## src/rtl/csr_tohost_drain.sv

```systemverilog
// csr_tohost_drain
// Captures CSR writes to the tohost address into a small FIFO and drains each
// captured 32-bit word as a byte stream (LSB first) over valid/ready.
//
// Optional build macro: CSR_DRAIN_SYNC_EN
//   defined   - each frame is prefixed with sync byte 8'hA5 (5-byte frames)
//   undefined - SYNC state compiled out (4-byte frames)
//
// Ports:
//   clk, rst_n          clock, asynchronous active-low reset
//   csr_we/addr/wdata   CSR write port tapped from the core
//   tx_data, tx_valid   registered byte stream towards the UART
//   tx_ready            sink ready; byte accepted on tx_valid && tx_ready
//   last_value          most recent captured write (including dropped ones)
//   count               buffered words, excluding the word being sent
//   overflow            sticky, set when a write is dropped on a full FIFO
//
// state  | meaning
// IDLE   | no frame in flight; pops the head word when count != 0
// SYNC   | presenting sync byte 8'hA5 (CSR_DRAIN_SYNC_EN only)
// BYTE   | presenting shift register byte selected by idx
`timescale 1ns/1ps
module csr_tohost_drain #(
  parameter logic [11:0] CSR_ADDR   = 12'h51E,
  parameter int          FIFO_DEPTH = 4
) (
  input  logic                          clk,
  input  logic                          rst_n,
  input  logic                          csr_we,
  input  logic [11:0]                   csr_addr,
  input  logic [31:0]                   csr_wdata,
  output logic [7:0]                    tx_data,
  output logic                          tx_valid,
  input  logic                          tx_ready,
  output logic [31:0]                   last_value,
  output logic [$clog2(FIFO_DEPTH):0]   count,
  output logic                          overflow
);

  localparam int PW = $clog2(FIFO_DEPTH);
  localparam int CW = PW + 1;
  localparam logic [CW-1:0] FULL_CNT = CW'(FIFO_DEPTH);

`ifdef CSR_DRAIN_SYNC_EN
  typedef enum logic [1:0] {ST_IDLE, ST_SYNC, ST_BYTE} state_t;
`else
  typedef enum logic [1:0] {ST_IDLE, ST_BYTE} state_t;
`endif

  state_t        state, state_nx;
  logic [31:0]   mem [FIFO_DEPTH];
  logic [PW-1:0] wr_ptr, rd_ptr;
  logic [31:0]   shreg, shreg_nx;
  logic [1:0]    idx, idx_nx;
  logic          valid_nx;
  logic [7:0]    data_nx;
  logic          hit, full, push, pop;

  assign hit  = csr_we && (csr_addr == CSR_ADDR);
  assign full = (count == FULL_CNT);
  // A pop in the same cycle frees a slot, so a full FIFO still accepts the push.
  assign push = hit && (!full || pop);

  always_ff @(posedge clk) begin
    if (push) mem[wr_ptr] <= csr_wdata;
  end

  always_ff @(posedge clk or negedge rst_n) begin
    if (!rst_n) begin
      wr_ptr     <= '0;
      rd_ptr     <= '0;
      count      <= '0;
      overflow   <= 1'b0;
      last_value <= 32'h0;
    end else begin
      if (hit) last_value <= csr_wdata;
      if (hit && !push) overflow <= 1'b1;
      if (push) wr_ptr <= wr_ptr + 1'b1;
      if (pop)  rd_ptr <= rd_ptr + 1'b1;
      case ({push, pop})
        2'b10:   count <= count + 1'b1;
        2'b01:   count <= count - 1'b1;
        default: count <= count;
      endcase
    end
  end

  always_ff @(posedge clk or negedge rst_n) begin
    if (!rst_n) begin
      state    <= ST_IDLE;
      shreg    <= 32'h0;
      idx      <= 2'd0;
      tx_valid <= 1'b0;
      tx_data  <= 8'h00;
    end else begin
      state    <= state_nx;
      shreg    <= shreg_nx;
      idx      <= idx_nx;
      tx_valid <= valid_nx;
      tx_data  <= data_nx;
    end
  end

  // Outputs are computed from the next state so they can be registered
  // without an extra cycle of latency.
  always_comb begin
    state_nx = state;
    shreg_nx = shreg;
    idx_nx   = idx;
    pop      = 1'b0;
    case (state)
      ST_IDLE: begin
        if (count != '0) begin
          pop      = 1'b1;
          shreg_nx = mem[rd_ptr];
          idx_nx   = 2'd0;
`ifdef CSR_DRAIN_SYNC_EN
          state_nx = ST_SYNC;
`else
          state_nx = ST_BYTE;
`endif
        end
      end
`ifdef CSR_DRAIN_SYNC_EN
      ST_SYNC: begin
        if (tx_ready) state_nx = ST_BYTE;
      end
`endif
      ST_BYTE: begin
        if (tx_ready) begin
          if (idx == 2'd3) state_nx = ST_IDLE;
          else             idx_nx   = idx + 2'd1;
        end
      end
      default: state_nx = ST_IDLE;
    endcase

    valid_nx = 1'b0;
    data_nx  = 8'h00;
    case (state_nx)
`ifdef CSR_DRAIN_SYNC_EN
      ST_SYNC: begin
        valid_nx = 1'b1;
        data_nx  = 8'hA5;
      end
`endif
      ST_BYTE: begin
        valid_nx = 1'b1;
        data_nx  = shreg_nx[{idx_nx, 3'b000} +: 8];
      end
      default: begin
        valid_nx = 1'b0;
        data_nx  = 8'h00;
      end
    endcase
  end

endmodule

```

## config.mk

```make
export PLATFORM = sky130hd
export DESIGN_NAME = csr_tohost_drain
export DESIGN_NICKNAME = d
export VERILOG_FILES = /design/src/rtl/csr_tohost_drain.sv
export SDC_FILE = /design/constraint.sdc
export NUM_CORES = 1
export LEC_CHECK = 0
export CAP_MARGIN = 10
export CORE_MARGIN = 3
export CORE_UTILIZATION = 63
export DETAILED_ROUTE_END_ITERATION = 12
export DONT_BUFFER_PORTS = 1
export MAX_ROUTING_LAYER = met4
export PLACE_DENSITY = 0.79
export SLEW_MARGIN = 20
export SYNTH_ARGS = -nofsm -noshare
export SYNTH_HDL_FRONTEND = slang
export SYNTH_SLANG_ARGS = --single-unit
```

## constraint.sdc

```tcl
create_clock -name clk -period 2.7 [get_ports clk]
set_input_delay 0.405 -clock clk [delete_from_list [all_inputs] [get_ports clk]]
set_output_delay 0.405 -clock clk [all_outputs]
set_load 0.02 [all_outputs]
```

After elaboration in Yosys (flattened, before gate mapping)
Memory sizes are Yosys's and may differ from the RTL's.
Cells that the tools add are included.
Storage, ports and cells
  register bits: 85
  bits in writable memories: 128
  input bits: 48
  output and inout bits: 45
  logic and storage cells: 50
  memories: 1
Operators by class
  add/sub/neg operators: 5
  eq/ne operators: 7
  shifts and indexed selects: 1
  muxes and demuxes: 17
  reduce and logical (&&, ||, !) cells: 9
Memories
  mem: words 4, width 32, read ports 1, clocked after Yosys merged registers in 0, write ports 1, RTL line 51  | logic [31:0] mem [FIFO_DEPTH];
Operators by type and width (number)
  32-bit two-way mux: 2
  32-bit by 6-bit indexed part select with 8-bit output: 1
  12-bit by 11-bit equality test with 1-bit output (second input constant): 1
  2-bit two-way mux: 6
  8-bit two-way mux: 1
  2-bit case mux with 2 select lines: 2
  2-bit by 1-bit adder with 2-bit output (second input constant): 3
  2-bit by 1-bit equality test with 1-bit output (second input constant): 3
  3-bit case mux with 2 select lines: 1
  1-bit two-way mux: 5
  2-bit equality test (second input constant): 2
  3-bit by 1-bit adder with 3-bit output (second input constant): 1
  3-bit equality test (second input constant): 1
  1-bit logical AND: 3
  3-bit nonzero test: 1
  3-bit by 1-bit subtractor with 3-bit output (second input constant): 1
  1-bit zero test: 2
  2-bit zero test: 1
  2-bit nonzero test: 1
  1-bit logical OR: 1

Depth between registers and ports, before layout
Gate-level depths: netlist of run 1.
  word-level depth: 7
  mapped depth: 8
  gate-level depth less buffers: 7

Worst setup path before layout of run 1
Ideal clock, no wire load.
  kind: in2reg
  start point: input csr_addr[7]
  end point: memory mem[0][0] (enable)
  setup time: 0.392 ns
  arrival time: 2.484 ns
  required time: 2.308 ns
  slack: -0.176 ns
  cell stages on the path: 4
  path buffers: 0
  path through: or4b_4 -> nor4_4 -> a21boi_4 -> and2_1
On the way
  word-level cells in the longest chain between the ends: 5
Ends and longest elaborated chain
  start, declared: RTL line 30  | input logic [11:0] csr_addr,
  12-bit by 11-bit equality test with 1-bit output: RTL line 59  | assign hit = csr_we && (csr_addr == CSR_ADDR);
  1-bit logical AND: RTL line 59
  1-bit logical AND: RTL line 62  | assign push = hit && (!full || pop);
  1-bit two-way mux: RTL line 65  | if (push) mem[wr_ptr] <= csr_wdata;
  1-bit two-way mux (not written as such): RTL line 65
  end, declared: RTL line 51
Every way passes these cells.

Worst setup path after layout of run 1
  start point: register count[0]
  end point: register tx_data[2]
On the way
  word-level cells in the longest chain between the ends: 5
  elaborated cells between the ends (all ways): 10
  classes of those cells: eq/ne: 1; shift: 1; mux: 7; reduce/logical: 1
Ends and longest elaborated chain
  start, declared: RTL line 36  | output logic [$clog2(FIFO_DEPTH):0] count,
  start signal, assigned: RTL line 81  | 2'b10: count <= count + 1'b1;
  start signal, assigned: RTL line 82  | 2'b01: count <= count - 1'b1;
  start signal, assigned: RTL line 83  | default: count <= count;
  3-bit nonzero test *: RTL line 113  | if (count != '0) begin
  2-bit two-way mux or 32-bit two-way mux (tied branches): RTL line 113
  2-bit case mux with 2 select lines or 32-bit two-way mux (tied branches): RTL line 111  | case (state)
  32-bit by 6-bit indexed part select with 8-bit output or 2-bit by 1-bit equality test with 1-bit output (tied branches): RTL line 149, 140
  8-bit two-way mux *: RTL line 140  | case (state_nx)
  named net data_nx[2]: RTL line 56  | logic [7:0] data_nx;
  end signal, assigned: RTL line 100  | tx_data <= data_nx;
  end, declared: RTL line 32  | output logic [7:0] tx_data,
The timed path passes the listed nets; every way through them passes the cells marked *.
A chain may end at the register's enable or synchronous reset.

==> impl_summary.log, run 1 <==
INFO  metric cell_accounting_for_the_most_synthesized_area = sky130_fd_sc_hd__edfxtp_1
INFO  metric synth_async_sr_flop_share = 0.399
INFO  metric timing.final.hold_violations = 0
INFO  metric fmax = 409 MHz
INFO  metric final_nets = 597
INFO  metric grt_antenna_before_repair = 0
INFO  metric drive_above_1_share = 0.244
INFO  metric worst_rel_slew_slack = 0.493
INFO  metric drt-total-wl = 16.6 mm
INFO  metric grt_pass1_wl = 26.5 mm
INFO  metric finalCriticalPeriod = 2.44 ns
INFO  metric worst_clock_skew = 0.0121 ns
INFO  metric final_core_utilization = 0.742
INFO  metric num_rows = 41
INFO  metric critPathMaxFanout = 35
INFO  metric dr_total_vias = 4598
INFO  metric critical_path_class = register to register
INFO  metric drt_iter0_markers = 387
INFO  metric half_perimeter_wire_length_of_the_detailed_placement_result = 10.6 mm
INFO  metric core_footprint = 0.0128 mm^2
INFO  metric synth_warnings = 0
INFO  metric worst_ep_required = 3.04 ns
INFO  metric cp_cell_sequence = or3_1 > nand2_1 > buf_4 > o21ai_0 > buf_4 > o221ai_1 > a21oi_1
INFO  metric critPathLaunchType = register
INFO  metric synth.net_count = 567
INFO  metric worst_path_largest_cell_delay = 0.55 ns
INFO  metric tritoncts.num_buffers = 21
INFO  metric hold_path.class = input pin to register
INFO  metric post_synth_main_area_contributors = sky130_fd_sc_hd__edfxtp_1 (46%), sky130_fd_sc_hd__dfrtp_1 (25%), sky130_fd_sc_hd__mux4_2 (8.6%)
INFO  metric die-width = 121 um
INFO  metric clock_path_buffers = 3
INFO  metric gp_congestion = 1.00
INFO  metric synth.distinct_cells = 46
INFO  metric die_area = 0.0148 mm^2
INFO  metric totalNegativeSetupSlack = 0 ns
INFO  metric clk_transition_reported_paths = 0.06 ns
INFO  metric drt_wl_cell = 22.7 um
INFO  metric grt_use_total = 0.240
INFO  metric number_of_violations_of_the_max_capacitance_limit = 0
INFO  metric report.final.setup_viol = 0
INFO  metric placement.io_buffers = 0
INFO  metric tightestPinTransition = 0.756 ns
INFO  metric tritoncts = yes
INFO  metric clock_tree.root_cell = sky130_fd_sc_hd__clkbuf_16
INFO  metric first_global_vias = 5010
INFO  metric cp_data_arrival_time = 2.79 ns
INFO  metric syn-cell-area = 0.00840 mm^2
INFO  metric detailedRoute.firstPassIterationCount = 5
INFO  metric rsz0062_at_grt = no
INFO  metric postSynthRegisterBits = 213
INFO  metric period_share = 0.905
INFO  metric crit_top_cell = sky130_fd_sc_hd__buf_4
INFO  metric area.growth.synth_to_final = 13.3%
INFO  metric crit_path_top_delay_cell = sky130_fd_sc_hd__or3_1
INFO  metric postSynthCellCount = 514
INFO  metric grt.overflow.total = 0
INFO  metric post-cts-setup-buffers = 0
INFO  metric mean_instance_size_in_the_synthesized_netlist = 16.3 um^2
INFO  metric floorplan.initialDensity = 0.655
INFO  metric seq_area_frac_synth = 0.711
INFO  metric status = completed
INFO  metric synth.most_common_cell = sky130_fd_sc_hd__edfxtp_1
INFO  metric synth_top_cells_by_count = sky130_fd_sc_hd__edfxtp_1 (128), sky130_fd_sc_hd__dfrtp_1 (85), sky130_fd_sc_hd__nand2_1 (75)
INFO  metric synth_largest_type_area_fraction = 0.457
INFO  metric worstSkewPairLatency = 0.48 ns
INFO  metric dieHeight = 121 um
INFO  metric pin_count = 93
INFO  metric postRouteAntennaNets = 0
INFO  metric cts_resized = 0
INFO  metric number_of_enable_flip_flop_cells_after_synthesis = 128
INFO  metric end_kind = register
INFO  metric max_slew_violation_count = 0
INFO  metric ir_drop = 0.661 mV
INFO  metric route.detailed.drc = 0
INFO  metric power_leakage = 0.00371 uW
INFO  metric commonest_register_cell_after_synthesis = sky130_fd_sc_hd__edfxtp_1
INFO  metric power_density = 943 mW/mm^2
INFO  metric pin_count_of_the_biggest_net_entering_global_routing = 86
INFO  metric clock-sinks = 213
INFO  metric h-tree-depth = 1
INFO  metric via_per_inst = 6.30
INFO  metric insertedDiodeCount = 0
-- logic make-up after synthesis --
group	after synthesis	synth area share
DFF	213	0.711
and+or+nand+nor	119	0.0664
muxes	71	0.138
AOI/OAI and AO/OA	67	0.0545
buffers and inverters	32	0.0155
xor gates and xnor gates	6	0.00625
adders and majority gates	5	0.00834
other	1	0.000446
-- routing by layer --
metal,GRT usage,wire (um),vias to the layer above
li1,-,-,2005
met1,0.321,6640,2317
met2,0.378,8110,229
met3,0.0513,1360,47
met4,0.0777,482,0
met5,-,0,-
-- flip-flops by register name, summed over array words and instances, names as in the netlist --
signal and count:
count 3, idx 2, last_value 32, mem 128, overflow 1, rd_ptr 2
shreg 32, state 2, tx_data 8, tx_valid 1, wr_ptr 2
-- area by class of cell --
type                    count  area, um^2
multi-input cells         269        2320
inverters                   6        22.5
repair buffers             33         303
clock buffers              25         551
clock inverters            12         139
flip-flops and latches    213        5970
well taps                 172         215
fillers                   767        3300
-- metrics by stage --
stage / area [um^2] / setup slack (ns) / hold WS, ns / instances / power, uW
after floorplan: 8410 / 0.154 / 0.109 / 514 / 5540
after global placement: 8710 / 0.259 / 0.112 / 683 / 5990
after detailed placement: 8710 / 0.208 / 0.112 / 683 / 6060
after CTS: 9440 / 0.311 / 0.00428 / 722 / 8980
after global routing: 9520 / 0.122 / -0.0000211 / 730 / 9370
final: 9520 / 0.256 / 0.0122 / 730 / 8970
-- placed cells by master (no fill, tap or decap), types with 2 or more instances in the layout --
master,Yosys,final
sky130_fd_sc_hd__a21o_1,5,5
sky130_fd_sc_hd__a21oi_1,13,13
sky130_fd_sc_hd__a22oi_1,7,7
sky130_fd_sc_hd__a32oi_1,4,4
sky130_fd_sc_hd__and2_2,0,4
sky130_fd_sc_hd__and3_1,4,4
sky130_fd_sc_hd__buf_4,0,22
sky130_fd_sc_hd__bufinv_16,0,3
sky130_fd_sc_hd__clkbuf_1,16,3
sky130_fd_sc_hd__clkbuf_16,0,21
sky130_fd_sc_hd__clkinv_1,1,5
sky130_fd_sc_hd__clkinv_2,0,2
sky130_fd_sc_hd__clkinvlp_4,0,2
sky130_fd_sc_hd__dfrtp_1,85,84
sky130_fd_sc_hd__dlygate4sd3_1,0,9
sky130_fd_sc_hd__edfxtp_1,128,128
sky130_fd_sc_hd__ha_1,4,4
sky130_fd_sc_hd__inv_1,5,5
sky130_fd_sc_hd__mux2_2,38,38
sky130_fd_sc_hd__mux4_2,32,32
sky130_fd_sc_hd__nand2_1,75,75
sky130_fd_sc_hd__nand2b_1,2,2
sky130_fd_sc_hd__nand3b_1,2,2
sky130_fd_sc_hd__nor2_1,9,9
sky130_fd_sc_hd__nor3_1,10,10
sky130_fd_sc_hd__nor4_1,4,4
sky130_fd_sc_hd__o21ai_0,21,21
sky130_fd_sc_hd__o221ai_1,4,4
sky130_fd_sc_hd__o22a_1,4,4
sky130_fd_sc_hd__o311a_1,3,3
sky130_fd_sc_hd__xnor2_1,5,5
-- path summary, 6_finish.rpt --
check | from | end | slack [ns] | cells after the start
min in group asynchronous | rst_n | last_value[21]$_DFFE_PN0P_ | 0.53 | 2
max in group asynchronous | rst_n | rd_ptr[0]$_DFFE_PN0P_ | 1.77 | 2
min reg2reg | shreg[7]$_DFF_PN0_ | shreg[7]$_DFF_PN0_ | 0.48 | 2
max reg2reg | count[0]$_DFFE_PN0P_ | tx_data[2]$_DFF_PN0_ | 0.26 | 7
min | csr_wdata[0] | mem[0][0]$_DFFE_PP_ | 0.01 | 0
max | count[0]$_DFFE_PN0P_ | tx_data[2]$_DFF_PN0_ | 0.26 | 7
-- report_power, final --
group	switching (uW)	total (uW)	internal, uW
Sequential	477	4280	3800
Combinational	912	1810	895
Clock	1150	2890	1740
-- critical path, delay by kind of cell, from the launching register on --
| family | cells | cell delay (ns) |
|---|---|---|
| DFF | 1 | 0.47 |
| AOI/OAI and AO/OA | 3 | 0.55 |
| buffers and inverters | 2 | 0.53 |
| and+or+nand+nor | 2 | 0.73 |
-- timing repair --
action                                  CTS  global route
hold buffers                              2             8
endpoints found under the setup margin    0             0
hold endpoints to repair                 85            24
(Power assumes the default switching activity.)
==> run 2, diff against run 1 <==
--- a/config.mk
+++ b/config.mk
@@ -7,12 +7,11 @@
 export LEC_CHECK = 0
 export CAP_MARGIN = 10
 export CORE_MARGIN = 3
-export CORE_UTILIZATION = 63
+export CORE_UTILIZATION = 65
 export DETAILED_ROUTE_END_ITERATION = 12
 export DONT_BUFFER_PORTS = 1
-export MAX_ROUTING_LAYER = met4
-export PLACE_DENSITY = 0.79
-export SLEW_MARGIN = 20
+export PLACE_DENSITY = 0.81
+export SLEW_MARGIN = 30
 export SYNTH_ARGS = -nofsm -noshare
 export SYNTH_HDL_FRONTEND = slang
 export SYNTH_SLANG_ARGS = --single-unit
==> constraint.sdc (replaced) <==
create_clock -name clk -period 3.2 [get_ports clk]
set_input_delay 0.48 -clock clk [delete_from_list [all_inputs] [get_ports clk]]
set_output_delay 0.48 -clock clk [all_outputs]
set_load 0.02 [all_outputs]
==> run 2 against run 1 <==
Maximum frequency shrank 3.1%. Non-clock buffer count shrank 13. Clock power shrank 14%. Setup slack gained 0.42 ns. Clock-buffer cell count grew 2. Via count grew 3.2%. First-iteration DRC count grew 22%. Critical path depth shrank 2. Register-to-register slack gained 0.42 ns. Final area shrank 1.4%. Hold slack gained 0.063 ns. Combinational power shrank 21%. Critical endpoint is now tx_data[7]$_DFF_PN0_. Highest routed layer unchanged.
==> impl_summary.log, run 2 (synthesis results as in run 1) <==
INFO  metric clk_transition_reported_paths = 0.07 ns
INFO  metric total_power = 7620 uW
INFO  metric final_nets = 584
INFO  metric floorplan.initialDensity = 0.683
INFO  metric route.detailed.drc = 0
INFO  metric gp_congestion = 0.918
INFO  metric min_delay_path_depth = 0
INFO  metric cp_cell_sequence = and3b_1 > nor2_1 > o21ai_0 > or2_2 > a41o_1
INFO  metric ir_drop = 0.600 mV
INFO  metric biggest_registers_after_layout = mem x128, last_value x32, shreg x32
INFO  metric grt.overflow.total = 0
INFO  metric clock_path_buffers = 3
INFO  metric totalNegativeSetupSlack = 0 ns
INFO  metric insertedDiodeCount = 0
INFO  metric critical_path_class = register to register
INFO  metric flip_flop_count_of_the_largest_register_after_layout = 128
INFO  metric end_kind = register
INFO  metric finalCriticalPeriod = 2.52 ns
INFO  metric number_of_violations_of_the_max_capacitance_limit = 0
INFO  metric place.detailed.instances = 674
INFO  metric first_global_vias = 5129
INFO  metric drt_wl_cell = 25.5 um
INFO  metric max_slew_violation_count = 0
INFO  metric hold_path.class = input pin to register
INFO  metric tritoncts.num_buffers = 21
INFO  metric grt_pass1_wl = 28.9 mm
INFO  metric power_density = 812 mW/mm^2
INFO  metric cp_num_cells = 5
INFO  metric worst_rel_slew_slack = 0.493
INFO  metric mostFrequentLayoutCells = sky130_fd_sc_hd__edfxtp_1 (128), sky130_fd_sc_hd__dfrtp_1 (84), sky130_fd_sc_hd__nand2_1 (75)
INFO  metric power_leakage = 0.00365 uW
INFO  metric finalInstanceArea = 0.00938 mm^2
INFO  metric num_rows = 40
INFO  metric worstSkewPairLatency = 0.50 ns
INFO  metric timing.final.hold_violations = 0
INFO  metric worst_ep_required = 3.59 ns
INFO  metric cp_data_arrival_time = 2.91 ns
INFO  metric hold_path.startpoint = csr_wdata[7]
INFO  metric die_area = 0.0143 mm^2
INFO  metric half_perimeter_wire_length_of_the_detailed_placement_result = 10.7 mm
INFO  metric critPathMaxFanout = 12
INFO  metric area.growth.synth_to_final = 11.7%
INFO  metric rr_worst_depth = 5
INFO  metric post_layout_nonfiller_instances = 714
INFO  metric period_share = 0.788
INFO  metric tightestPinTransition = 0.760 ns
INFO  metric grt_use_total = 0.262
INFO  metric drive_above_1_share = 0.233
INFO  metric worst_clock_skew = 0.00847 ns
INFO  metric report.final.setup_viol = 0
INFO  metric layout.cells.most_common = sky130_fd_sc_hd__edfxtp_1
INFO  metric cts_resized = 0
INFO  metric placement.io_buffers = 0
INFO  metric worst_path_largest_cell_delay = 0.52 ns
INFO  metric die-width = 120 um
INFO  metric number_of_buffer_and_inverter_stages_on_the_critical_path = 0
INFO  metric drt_iter0_markers = 473
INFO  metric drt-total-wl = 18.2 mm
INFO  metric postRouteAntennaNets = 0
INFO  metric status = completed
INFO  metric h-tree-depth = 1
INFO  metric crit_path_top_delay_cell = sky130_fd_sc_hd__dfrtp_1
INFO  metric worst_r2r_startpoint = state[1]$_DFF_PN0_
INFO  metric tritoncts = yes
INFO  metric grt_antenna_before_repair = 0
INFO  metric dr_total_vias = 4746
INFO  metric placement.cell_area = 0.00865 mm^2
INFO  metric critPathLaunchType = register
INFO  metric worstSetupStartpoint = state[1]$_DFF_PN0_
INFO  metric pin_count_of_the_biggest_net_entering_global_routing = 86
INFO  metric clock_tree.root_cell = sky130_fd_sc_hd__clkbuf_16
INFO  metric critical-path-top-delay-family = simple AND/OR/NAND/NOR gates
INFO  metric via_per_inst = 6.65
INFO  metric rsz0062_at_grt = no
INFO  metric core_footprint = 0.0123 mm^2
INFO  metric dieHeight = 120 um
INFO  metric clock-sinks = 213
INFO  metric registers.top_by_ff_count = mem
INFO  metric pin_count = 93
INFO  metric detailedRoute.firstPassIterationCount = 6
INFO  metric fmax = 396 MHz
## run 2: cell types whose count changed in the layout (fill, tap and decap cells not counted), moves of 2 or more
cell,previous run,this run
sky130_fd_sc_hd__and2_1,0,4
sky130_fd_sc_hd__and2_2,4,0
sky130_fd_sc_hd__buf_4,22,18
sky130_fd_sc_hd__clkbuf_1,3,6
sky130_fd_sc_hd__clkinv_1,5,3
sky130_fd_sc_hd__dlygate4sd3_1,9,1
## run 2: routing by layer
metal,track usage,vias up,wire (um)
met2,0.423,295,8910
li1,-,1980,-
met4,0.0952,0,591
met3,0.0528,60,1650
met5,0,-,0
met1,0.363,2411,7080
## run 2: stage by stage
stage / hold slack, ns / util / worst slack (ns)
finish: 0.0748 / 0.762 / 0.677
global route: 0.0569 / 0.762 / 0.535
CTS: 0.0665 / 0.762 / 0.724
detailed placement: 0.187 / 0.702 / 0.616
global placement: 0.187 / 0.702 / 0.682
floorplan: 0.184 / - / 0.249
## run 2: power by group
| group | internal [uW] | total [uW] | leakage [uW] | switching (uW) |
|---|---|---|---|---|
| Combinational | 707 | 1430 | 0.00107 | 719 |
| Sequential | 3200 | 3700 | 0.00225 | 498 |
| Clock | 1470 | 2490 | 0.000329 | 1030 |
## run 2: final timing paths
check / endpoint / slack (ns)
setup / recovery: tx_data[7]$_DFF_PN0_ / 0.68
min in group asynchronous: state[0]$_DFF_PN0_ / 0.57
setup reg to reg: tx_data[7]$_DFF_PN0_ / 0.68
max in group asynchronous: rd_ptr[0]$_DFFE_PN0P_ / 2.26
hold / removal: mem[3][7]$_DFFE_PP_ / 0.07
hold reg to reg: shreg[7]$_DFF_PN0_ / 0.49
## run 2: area by class of cell
class / instances / area, um^2
Clock buffer: 27 / 548
Clock inverter: 11 / 144
Fill cell: 702 / 2930
Inverter: 6 / 22.5
Multi-Input combinational cell: 269 / 2310
Sequential cell: 213 / 5970
Tap cell: 168 / 210
Timing Repair Buffer: 20 / 173
## run 2: timing repair
action,in CTS,in global routing
endpoints found under the hold margin,85,0
buffers inserted,0,0
endpoints found under the setup margin,0,0
hold buffers,2,0
==> run 3, diff against run 2 <==
--- a/config.mk
+++ b/config.mk
@@ -7,10 +7,10 @@
 export LEC_CHECK = 0
 export CAP_MARGIN = 10
 export CORE_MARGIN = 3
-export CORE_UTILIZATION = 65
+export CORE_UTILIZATION = 63
 export DETAILED_ROUTE_END_ITERATION = 12
 export DONT_BUFFER_PORTS = 1
-export PLACE_DENSITY = 0.81
+export PLACE_DENSITY = 0.79
 export SLEW_MARGIN = 30
 export SYNTH_ARGS = -nofsm -noshare
 export SYNTH_HDL_FRONTEND = slang
==> constraint.sdc (replaced) <==
create_clock -name clk -period 2.5 [get_ports clk]
set_input_delay 0.375 -clock clk [delete_from_list [all_inputs] [get_ports clk]]
set_output_delay 0.375 -clock clk [all_outputs]
set_load 0.02 [all_outputs]
==> run 3 against run 2 <==
Final area is 4.5% higher. Hold slack worse by 0.045 ns. Critical path type unchanged. Clock power is 18% higher. Die area is 3.0% higher. Wire length is 3.4% lower. Register-to-register slack worse by 0.34 ns. Utilization is 0.28 points higher. First-iteration DRC count is 8.0% lower. Power is 26% higher. Critical endpoint unchanged. Sequential cell count stayed put. Sequential power is 24% higher.
==> impl_summary.log, run 3 (synthesis results as in run 1) <==
INFO  metric status = completed
INFO  metric die-width = 121 um
INFO  metric report.final.setup_viol = 0
INFO  metric num_rows = 41
INFO  metric clock_tree.root_cell = sky130_fd_sc_hd__clkbuf_16
INFO  metric drive_above_1_share = 0.248
INFO  metric power_density = 979 mW/mm^2
INFO  metric grt_use_total = 0.248
INFO  metric ir_drop = 0.581 mV
INFO  metric drt_iter0_markers = 435
INFO  metric flip_flop_count_of_the_largest_register_after_layout = 128
INFO  metric cp_data_arrival_time = 2.54 ns
INFO  metric h-tree-depth = 1
INFO  metric power_leakage = 0.00385 uW
INFO  metric clk_transition_reported_paths = 0.07 ns
INFO  metric insertedDiodeCount = 0
INFO  metric grt.overflow.total = 0
INFO  metric pwr-share-comb = 0.217
INFO  metric totalNegativeSetupSlack = 0 ns
INFO  metric hold_slack = 0.0295 ns
INFO  metric regArea = 0.00597 mm^2
INFO  metric number_of_violations_of_the_max_capacitance_limit = 0
INFO  metric tightestPinTransition = 0.810 ns
INFO  metric via_per_inst = 6.29
INFO  metric placement.io_buffers = 0
INFO  metric drt-total-wl = 17.6 mm
INFO  metric worst_r2r_startpoint = count[0]$_DFFE_PN0P_
INFO  metric die_area = 0.0148 mm^2
INFO  metric dr_total_vias = 4808
INFO  metric critPathMaxFanout = 35
INFO  metric pin_count_of_the_biggest_net_entering_global_routing = 86
INFO  metric postLayoutSetupSlackWorst = 0.333 ns
INFO  metric power.clock.fraction = 0.307
INFO  metric place.detailed.instances = 692
INFO  metric registers.top_by_ff_count = mem
INFO  metric tritoncts = yes
INFO  metric post_layout_nonfiller_instances = 764
INFO  metric hold_path.class = input pin to register
INFO  metric switching_share = 0.292
INFO  metric end_kind = register
INFO  metric rsz0062_at_grt = no
INFO  metric critPathLaunchType = register
INFO  metric area.growth.synth_to_final = 16.8%
INFO  metric grt_pass1_wl = 28.0 mm
INFO  metric gp_congestion = 0.930
INFO  metric worstSetupStartpoint = count[0]$_DFFE_PN0P_
INFO  metric fmax = 461 MHz
INFO  metric mostFrequentLayoutCells = sky130_fd_sc_hd__edfxtp_1 (128), sky130_fd_sc_hd__dfrtp_1 (84), sky130_fd_sc_hd__nand2_1 (75)
INFO  metric worst_clock_skew = 0.0116 ns
INFO  metric half_perimeter_wire_length_of_the_detailed_placement_result = 11.2 mm
INFO  metric fillCellCount = 729
INFO  metric biggest_registers_after_layout = mem x128, last_value x32, shreg x32
INFO  metric layout.cells.most_common = sky130_fd_sc_hd__edfxtp_1
INFO  metric finalCriticalPeriod = 2.17 ns
INFO  metric grt_antenna_before_repair = 0
INFO  metric final_nets = 630
INFO  metric first_global_vias = 5098
INFO  metric core_footprint = 0.0128 mm^2
INFO  metric worstReg2RegEnd = tx_data[7]$_DFF_PN0_
INFO  metric drt_wl_cell = 23.1 um
INFO  metric route.detailed.drc = 0
INFO  metric cellInternalPower = 6800 uW
INFO  metric period_share = 0.867
INFO  metric timing.final.hold_violations = 0
INFO  metric postRouteAntennaNets = 0
INFO  metric setup.worst_path.end = tx_data[7]$_DFF_PN0_
INFO  metric worst_ep_required = 2.88 ns
INFO  metric clock-sinks = 213
INFO  metric multi_input_comb_area = 0.00232 mm^2
INFO  metric critical_path_class = register to register
INFO  metric clock_path_buffers = 3
INFO  metric worst_rel_slew_slack = 0.457
INFO  metric detailedRoute.firstPassIterationCount = 7
INFO  metric floorplan.initialDensity = 0.655
INFO  metric max_slew_violation_count = 0
INFO  metric dieHeight = 121 um
INFO  metric worstSkewPairLatency = 0.49 ns
INFO  metric total_power = 9610 uW
INFO  metric reg_to_reg_slack_setup = 0.33 ns
INFO  metric dpl_worst_slack = 0.0751 ns
INFO  metric p_seq_frac = 0.476
INFO  metric pin_count = 93
INFO  metric rr_worst_depth = 6
INFO  metric tritoncts.num_buffers = 21
INFO  metric switching_power = 2800 uW
## run 3: changes by cell type in the layout (fill, tap and decap cells not counted), sizes merged
cell and delta:
inv -1, clkinv +1, clkbuf +3, bufinv -3
buf +14, dlygate4sd3 +32
## run 3: layer usage
| layer | GRT usage | wire, um | share of wire | vias to the layer above |
|---|---|---|---|---|
| met5 | 0 | 0 | 0 | - |
| met4 | 0.0665 | 457 | 0.026 | 0 |
| met3 | 0.0480 | 1420 | 0.081 | 58 |
| met2 | 0.404 | 8800 | 0.50 | 247 |
| met1 | 0.350 | 6940 | 0.39 | 2425 |
| li1 | - | - | - | 2078 |
## run 3: area by class of cell
class                   instances  area share
clock buffers                  30      0.0611
flip-flops and latches        213       0.609
well taps                     172      0.0219
clock inverters                 8     0.00485
repair buffers                 66      0.0648
multi-input cells             269       0.236
inverters                       6     0.00230
## run 3: what timing repair did
item	in CTS	in global routing
gates resized for setup	0	0
buffers inserted	0	0
hold endpoints to repair	213	0
hold buffers	34	0
## run 3: stage by stage
stage	util	cell area, um^2
after floorplan	-	8410
after global placement	0.686	8800
after detailed placement	0.687	8810
after CTS	0.765	9810
after global routing	0.765	9810
final	0.765	9810
## run 3: how the worst min path moves through the flow
stage	start	to	slack [ns]	depth (start not counted)
global placement	rst_n	shreg[21]$_DFF_PN0_	0.08	0
global route	csr_wdata[1]	last_value[1]$_DFFE_PN0P_	0.02	1
detailed placement	rst_n	shreg[21]$_DFF_PN0_	0.08	0
finish	csr_wdata[9]	last_value[9]$_DFFE_PN0P_	0.03	1
CTS	csr_wdata[10]	last_value[10]$_DFFE_PN0P_	0.02	1
floorplan	rst_n	count[0]$_DFFE_PN0P_	0.08	0
## run 3: worst max-delay path, cell delays in order, from the launching register on
cell and delay, ns:
sky130_fd_sc_hd__dfrtp_1 0.48, sky130_fd_sc_hd__or3_1 0.37, sky130_fd_sc_hd__nand2_1 0.10, sky130_fd_sc_hd__buf_4 0.35, sky130_fd_sc_hd__o21ai_0 0.20, sky130_fd_sc_hd__or2_2 0.31, sky130_fd_sc_hd__a41o_1 0.24
## run 3: power by group through the flow
stage          Combinational (uW)  Clock (uW)  Sequential [uW]
2_1_floorplan                1530           0             4450
3_3_place_gp                 1890           0             4620
3_5_place_dp                 1960           0             4640
4_1_cts                      2080        2990             4570
5_1_grt                      2280        3150             4610
6_report                     2090        2950             4570
